<file path="config.mk">
export PLATFORM = sky130hd
export DESIGN_NAME = eth_in_fifo
export DESIGN_NICKNAME = d
export VERILOG_FILES = /design/src/rtl/eth_in_fifo.sv
export SDC_FILE = /design/constraint.sdc
export NUM_CORES = 1
export LEC_CHECK = 0
export ABC_AREA = 1
export BUFFER_PORTS_ARGS = -buffer_cell sky130_fd_sc_hd__buf_2
export CAP_MARGIN = 20
export CORE_UTILIZATION = 56
export CTS_CLUSTER_SIZE = 24
export DETAILED_ROUTE_END_ITERATION = 7
export PLACE_DENSITY = 0.74
export RECOVER_POWER = 50
export SLEW_MARGIN = 20
export SYNTH_ARGS = -nofsm -noshare
export SYNTH_HDL_FRONTEND = slang
export SYNTH_SLANG_ARGS = --single-unit
export TNS_END_PERCENT = 30
</file>
<file path="constraint.sdc">
create_clock -name clk -period 6.2 [get_ports clk]
set_clock_uncertainty 0.15 [all_clocks]
set_input_delay 0.31 -clock clk [delete_from_list [all_inputs] [get_ports clk]]
set_output_delay 0.31 -clock clk [all_outputs]
set_load 0.05 [all_outputs]
</file>
<file path="src/rtl/eth_in_fifo.sv">
// Ingress store-and-forward frame FIFO in front of a switch input port.
// Words of a frame become visible to the output stage only after the frame's
// eop word is written. Overflowing or malformed frames are discarded.
// Optional macro ETH_IN_FIFO_STATS_EN enables the drop/error counters; when it
// is undefined both counters read constant zero.
module eth_in_fifo #(
  parameter int unsigned DEPTH = 16
) (
  input  logic        clk,
  input  logic        rst,
  input  logic [31:0] s_data,
  input  logic        s_valid,
  input  logic        s_sop,
  input  logic        s_eop,
  output logic [31:0] out_data,
  output logic        out_sop,
  output logic        out_eop,
  output logic        out_valid,
  input  logic        stall,
  output logic [15:0] drop_cnt,
  output logic [15:0] err_cnt
);

  localparam int unsigned AW = $clog2(DEPTH);
  localparam int unsigned PW = AW + 1;

  typedef logic [PW-1:0] ptr_t;
  localparam ptr_t DepthP = ptr_t'(DEPTH);
  localparam ptr_t PtrOne = ptr_t'(1);

  typedef enum logic [1:0] {StIdle, StFrame, StDrop} state_e;

  state_e      state_q, state_d;
  ptr_t        wr_ptr_q, wr_ptr_d;
  ptr_t        commit_q, commit_d;
  ptr_t        rd_ptr_q;

  // Each entry is {sop, eop, data}.
  logic [33:0] mem_q [DEPTH];

  logic          mem_we;
  logic [AW-1:0] mem_waddr;
  logic          drop_inc;
  logic          err_inc;
  logic          take;
  ptr_t          base;
  ptr_t          occ;

  logic [31:0] out_data_q;
  logic        out_sop_q;
  logic        out_eop_q;
  logic        out_valid_q;
  logic        out_en;
  logic        load;
  logic [33:0] rd_word;

  // Write-side FSM state and pointer registers.
  always_ff @(posedge clk) begin
    if (rst) begin
      state_q  <= StIdle;
      wr_ptr_q <= '0;
      commit_q <= '0;
    end else begin
      state_q  <= state_d;
      wr_ptr_q <= wr_ptr_d;
      commit_q <= commit_d;
    end
  end

  // Next-state: frame accept, commit, rollback on error or overflow.
  always_comb begin
    state_d   = state_q;
    wr_ptr_d  = wr_ptr_q;
    commit_d  = commit_q;
    mem_we    = 1'b0;
    mem_waddr = wr_ptr_q[AW-1:0];
    drop_inc  = 1'b0;
    err_inc   = 1'b0;
    take      = 1'b0;
    base      = wr_ptr_q;
    occ       = '0;
    if (s_valid) begin
      unique case (state_q)
        StIdle: begin
          if (s_sop) take = 1'b1;
          else       err_inc = 1'b1;
        end
        StFrame: begin
          take = 1'b1;
          if (s_sop) begin
            // Unterminated frame: discard it and restart at the committed point.
            err_inc = 1'b1;
            base    = commit_q;
          end
        end
        StDrop: begin
          if (s_sop) begin
            take    = 1'b1;
            err_inc = 1'b1;
          end else if (s_eop) begin
            state_d = StIdle;
          end
        end
        default: state_d = StIdle;
      endcase

      if (take) begin
        // Occupancy counts uncommitted words; same-cycle pops are not credited.
        occ = base - rd_ptr_q;
        if (occ == DepthP) begin
          wr_ptr_d = commit_q;
          drop_inc = 1'b1;
          state_d  = s_eop ? StIdle : StDrop;
        end else begin
          mem_we    = 1'b1;
          mem_waddr = base[AW-1:0];
          wr_ptr_d  = base + PtrOne;
          if (s_eop) begin
            commit_d = base + PtrOne;
            state_d  = StIdle;
          end else begin
            state_d  = StFrame;
          end
        end
      end
    end
  end

  // Frame storage; contents are never cleared.
  always_ff @(posedge clk) begin
    if (mem_we) mem_q[mem_waddr] <= {s_sop, s_eop, s_data};
  end

  assign rd_word = mem_q[rd_ptr_q[AW-1:0]];
  assign out_en  = !out_valid_q || !stall;
  assign load    = out_en && (rd_ptr_q != commit_q);

  // Registered output stage: load a committed word when free or draining.
  always_ff @(posedge clk) begin
    if (rst) begin
      rd_ptr_q    <= '0;
      out_data_q  <= '0;
      out_sop_q   <= 1'b0;
      out_eop_q   <= 1'b0;
      out_valid_q <= 1'b0;
    end else if (load) begin
      rd_ptr_q    <= rd_ptr_q + PtrOne;
      out_data_q  <= rd_word[31:0];
      out_sop_q   <= rd_word[33];
      out_eop_q   <= rd_word[32];
      out_valid_q <= 1'b1;
    end else if (out_en) begin
      out_valid_q <= 1'b0;
    end
  end

  assign out_data  = out_data_q;
  assign out_sop   = out_sop_q;
  assign out_eop   = out_eop_q;
  assign out_valid = out_valid_q;

`ifdef ETH_IN_FIFO_STATS_EN
  logic [15:0] drop_cnt_q;
  logic [15:0] err_cnt_q;

  // Saturating event counters.
  always_ff @(posedge clk) begin
    if (rst) begin
      drop_cnt_q <= '0;
      err_cnt_q  <= '0;
    end else begin
      if (drop_inc && (drop_cnt_q != 16'hFFFF)) drop_cnt_q <= drop_cnt_q + 16'd1;
      if (err_inc && (err_cnt_q != 16'hFFFF))   err_cnt_q  <= err_cnt_q + 16'd1;
    end
  end

  assign drop_cnt = drop_cnt_q;
  assign err_cnt  = err_cnt_q;
`else
  logic unused_stats;
  assign unused_stats = drop_inc ^ err_inc;
  assign drop_cnt     = '0;
  assign err_cnt      = '0;
`endif

endmodule
</file>
# [Word-level counts from Yosys, hierarchy flattened]
# Memories as Yosys holds them, arrays and structs flattened. A register that Yosys moved wholly into a read port is not among the register bits.
# Cells that the tools add are included.
# W data, S select, Z words.
[word_totals] regBits=18 mem_bits_rw=544 input_bits=38 output_inout_bits=67 memories=1
[mem_list] name="mem_q" words=16 word_bits=34 rd=1 rd_clocked_by_memory_dff=1 wr=1 line_no="39" rtl="logic [33:0] mem_q [DEPTH];"
[classes] add_sub_neg=3 eq_ne=7 n_mux=24 bitwise_logic=1 n_reduce_logical=11
[ops] op="$mux W5" count=4
[ops] op="$mux W4" count=3
[ops] op="$add A5 B1 Y5 const B" count=2
[ops] op="$mux W1" count=10
[ops] op="$mux W2" count=5
[ops] op="$reduce_and A4 Y1" count=2
[ops] op="$ne A3 B3 Y1 const B" count=2
[ops] op="$eq A5 B5 Y1 const B" count=1
[ops] op="$ne A5 B5 Y1" count=1
[ops] op="$sub A5 B5 Y5" count=1
[ops] op="$pmux W2 S2" count=1
[ops] op="$reduce_or A2 Y1" count=2
[ops] op="$eq A2 B1 Y1 const B" count=1
[ops] op="$eq A2 B2 Y1 const B" count=1
[ops] op="$logic_not A1 Y1" count=2
[ops] op="$logic_not A2 Y1" count=1
[ops] op="$ne A2 B1 Y1 const B" count=1
[ops] op="$pmux W1 S2" count=1
[ops] op="$reduce_and A2 Y1" count=1
[ops] op="$reduce_bool A2 Y1" count=1
[ops] op="$logic_and A1 B1 Y1" count=1
[ops] op="$logic_or A1 B1 Y1" count=1
[ops] op="$not A1 Y1" count=1

# [Depth between registers and ports, before layout]
[depth] word_depth=10 mapped_depth=20 depth_no_buf=20

# [Worst setup path before layout]
# No wires, ideal clock.
[synth_timing] path_type="register to register" start="register state_q[0]" end="memory mem_q[0][0] (enable)" arrival_time_ns=3.653 required_ns=5.625 path_slack_ns=1.972 path_stages_with_launch=15 period_less_slack_ns=4.228 cell_sequence="dfxtp_1 -> nand3_4 -> o21ai_0 -> ha_1 -> nand2_1 -> nand2_1 -> nand2_1 -> nand3_1 -> nor2_1 -> nand3_4 -> nand2_2 -> nand2_1 -> nand2_2 -> nand2_1 -> nor2_1"
[synth_between] elab_chain_len=10 word_cells_on_any_way=18 cone_classes="add/sub: 1; eq/ne: 3; mux: 12; reduce/logical: 2"
[synth_rtl] element="start, declared" line_no="33" rtl="state_e state_q, state_d;"
[synth_rtl] element="start signal, assigned" line_no="60" rtl="state_q <= StIdle;"
[synth_rtl] element="start signal, assigned" line_no="64" rtl="state_q <= state_d;"
[synth_rtl] element="$eq A2 B1 Y1" line_no="83" rtl="unique case (state_q)"
[synth_rtl] element="$mux W5" line_no="83"
[synth_rtl] element="$mux W5" line_no="82" rtl="if (s_valid) begin"
[synth_rtl] element="$sub A5 B5 Y5" line_no="109" rtl="occ = base - rd_ptr_q;"
[synth_rtl] element="$eq A5 B5 Y1" line_no="110" rtl="if (occ == DepthP) begin"
[synth_rtl] element="$mux W1" line_no="110"
[synth_rtl] element="$mux W1" line_no="107" rtl="if (take) begin"
[synth_rtl] element="$mux W1" line_no="82"
[synth_rtl] element="$mux W1" line_no="131" rtl="if (mem_we) mem_q[mem_waddr] <= {s_sop, s_eop, s_data};"
[synth_rtl] element="$mux W1 (implied by the code)" line_no="131"
[synth_rtl] element="end, declared" line_no="39"
# Parallel ways exist; a longest one is shown, timed or not. The select of a mux whose other input is x is not followed.

# [Final worst setup path]
[layout_timing] start="input port s_sop" end="memory mem_q[2][12] (enable)"
[layout_between] elab_chain_len=10 word_cells_on_any_way=16 cone_classes="add/sub: 1; eq/ne: 1; mux: 14"
[layout_rtl] element="start, declared" line_no="13" rtl="input logic s_sop,"
[layout_rtl] element="$mux W5" line_no="90" rtl="if (s_sop) begin"
[layout_rtl] element="$mux W5" line_no="83"
[layout_rtl] element="$mux W5" line_no="82"
[layout_rtl] element="$sub A5 B5 Y5" line_no="109"
[layout_rtl] element="$eq A5 B5 Y1" line_no="110"
[layout_rtl] element="$mux W1" line_no="110"
[layout_rtl] element="$mux W1" line_no="107"
[layout_rtl] element="$mux W1" line_no="82"
[layout_rtl] element="$mux W1" line_no="131"
[layout_rtl] element="$mux W1 (implied by the code)" line_no="131"
# Parallel ways exist; a longest one is shown, timed or not. The select of a mux whose other input is x is not followed.

==> flow_summary.toml <==
[cts]
clockRootBuffer = "clkbuf_16"
cts_resized = 0
cts-buffers-inserted = 57
htreeDepth = 2
clk_path_buf_depth = 3
cts_tree = "done"
path_clk_slew_ns = 0.06
cts_num_sinks = 596
clk_latency_ns = 0.62

[run_status]
status = "complete, but fails checks"
violations = "max-capacitance violations, max-slew violations"

[finish]
finalNetCount = 1991
drive_gt1_share_pct = 7.928
synthToLayoutAreaGrowth_pct = 12.89
final_area_sq_um = 26670
regArea_sq_um = 17390
diodes = 0
fillCellCount = 2986
multi_input_area_sq_um = 5570

[synth]
synth_seq_cells = 596
yosysTopAreaCell = "edfxtp_1"
synth.distinct_cells = 35
synth_edf_count = 544
synthArstFlopShare_pct = 0
syn_inst = 1873
ys.flop_type = "edfxtp_1"
synth_common_cells = "544 x edfxtp_1, 342 x nor2_1, 313 x o21ai_0"
yosys_warnings = 0
syn-cell-area_sq_um = 23630
yosys-top-cells-area = "edfxtp_1 69%, o21ai_0 6.6%, nor2_1 5.4%"
avgSynthCellArea_sq_um = 12.62
yosysTopAreaCellShare_pct = 69.13
ys_seq_area_share_pct = 73.54
yosysMostFrequentCell = "edfxtp_1"

[setup_path]
crit_path_top_delay_cell = "nor2_4"
cp.buffers_inverters = 2
critPathMaxStageDelay_ns = 0.90
rrSetupSlack_ns = 1.66
cp_top_family = "simple AND/OR/NAND/NOR gates"
critical_path.cell_chain = "dlygate4sd3_1 -> clkbuf_1 -> nand3_4 -> o21ai_0 -> ha_1 -> nand2_1 -> nand2_1 -> nand2_1 -> nand3_1 -> nor2_1 -> nand3_4 -> nand2_2 -> nand2_1 -> nand2_1 -> nand2_1 -> nor2_4"
rr_startpoint = "rd_ptr_q[1]"
cpMostUsedCell = "nand2_1"
cp.arrival_ns = 5.04
cp-end-kind = "register"
setup.worst_path.class = "input pin to register"
crit_fanout = 34
critPathLaunchType = "input pin"
reg2reg_depth = 14
r2r-end = "mem_q[2][12]"
worst_ep_required_time_ns = 6.27

[route]
top_layer = "met4"
drt_iter0_drc = 1648
vias_per_cell = 6.065
wire_per_inst_um = 23.22
num_vias = 15310
drt-total-wl_um = 58630
wl_met3_um = 4637
remaining_drc_errors = 0
ant_nets = 0
drt-pass1-iter-count = 5
dr_wl_met2_um = 28200
wl_met1_um = 23550

[sta]
worstMarginPinSlew_ns = 2.425
fin_crit_ns = 4.971
final_hold_viol_count = 0
relSlewSlack_pct = -61.69
setup_viol = 0
slew_violations = 81
hold-worst-slack_ns = 0.06389
rsz0062_at_grt = "no"
fmax_mhz = 201.2
fin_crit_sh_pct = 80.17
setup_ws_ns = 1.229
tns_ns = 0

[global_routing]
grt_pass1_vias = 14960
grt-ovfl-total = 0
grt_pass1_wl_um = 89010
grt.total_usage_pct = 27.27
antenna_found_initial = 0
grt_max_degree = 141

[placed_design]
port_buffers = 72
placed_area_sq_um = 24410
gp_congestion = 0.8383
dpl.hpwl_um = 33310
place_worst_setup_slack_ns = 1.533

[min_path]
holdPathStages = 5
hold_path.startpoint = "s_valid"
hold_path_class = "input pin to register"
hold_end = "state_q[1]"

[die]
die_h_um = 207.4
top_level_ports = 105
std_cell_rows = 74
fp.coreArea_sq_um = 41200
die_w_um = 207.4
die-area_sq_um = 43020
initial_utilization_pct = 57.35

[power_and_ir_drop]
p_leak_uw = 0.008871
peakVddDrop_v = 0.0003198
power_density_nw_per_um2 = 400.2

[flow_run]
drv_cap = 2
layer usage:
layer,global-route usage (%),vias to the layer above
met2,44.85,782
met1,36.95,7458
li1,-,6959
met3,3.661,115
met5,0,-
met4,11.19,0
flip-flops by register name (all words and copies together) (netlist names):
signal     count
commit_q       5
state_q        2
out_valid      1
mem_q        544
out_data      32
wr_ptr_q       5
out_sop        1
out_eop        1
rd_ptr_q       5
cells by family (layout without fill, tap and decap cells):
family                   Yosys count  after routing  synth area share [%]
flip-flops                       596            596                 73.54
AND/OR/NAND/NOR                  546            546                 9.283
AO/OA/AOI/OAI                    524            524                 12.61
buffers and inverters            192            281                 3.918
adder cells (fa/ha/maj)            7              7                0.3706
XOR/XNOR                           7              7                0.2595
other                              1             32               0.01587
power by group:
part           leakage (uW)  switching, uW  internal [uW]
Combinational       0.00266           1980            653
Clock              0.000883           1470           1860
Sequential          0.00533            155           4550
cells in the final DEF (no fill, tap or decap), types with 37 or more instances in the layout:
cell type and instances:
nor2_1 325, nand2_1 139, o221ai_1 50, a21oi_1 45, o21ai_0 313, nand3_1 37, clkbuf_16 57, clkbuf_1 84
dfxtp_1 49, edfxtp_1 544, o22ai_1 86
stage by stage:
| stage | utilization, % | total power [uW] | cells |
|---|---|---|---|
| global placement | 58.84 | 7321 | 2368 |
| global route | 64.74 | 11110 | 2525 |
| detailed placement | 59.24 | 7385 | 2375 |
| floorplan | - | 6590 | 1904 |
| CTS | 64.45 | 10700 | 2516 |
| finish | 64.74 | 10670 | 2525 |
worst max path at each step:
| stage | from | endpoint | slack, ns | cells past startpoint |
|---|---|---|---|---|
| 3_5_place_dp | s_sop | mem_q[4][5] | 1.53 | 15 |
| 4_1_cts | s_sop | mem_q[4][28] | 1.58 | 16 |
| 6_report | s_sop | mem_q[2][12] | 1.23 | 16 |
| 2_1_floorplan | state_q[0] | mem_q[0][0] | 1.97 | 14 |
| 5_1_grt | s_sop | mem_q[2][18] | 0.95 | 16 |
| 3_3_place_gp | s_sop | mem_q[10][17] | 1.62 | 15 |
final cells by class:
class                      instances  area share [%]
sequential                       596           65.18
multi-input combinational       1116           20.88
clock buffer                      78           5.906
timing repair buffer             136           4.137
tap                              532           2.495
clock inverter                    28          0.8302
inverter                          39          0.5723
tightest hold or removal path, delay by kind of cell:
family,cells,cell delay [ns]
and+or+nand+nor,2,0.18
AOI/OAI and AO/OA,2,0.14
buffers and inverters,1,0.13
what timing repair did:
item	in CTS	in global routing
buffers inserted	0	0
hold buffers	35	0
endpoints found under the hold margin	510	0
Power figures use the tool's default switching activity.
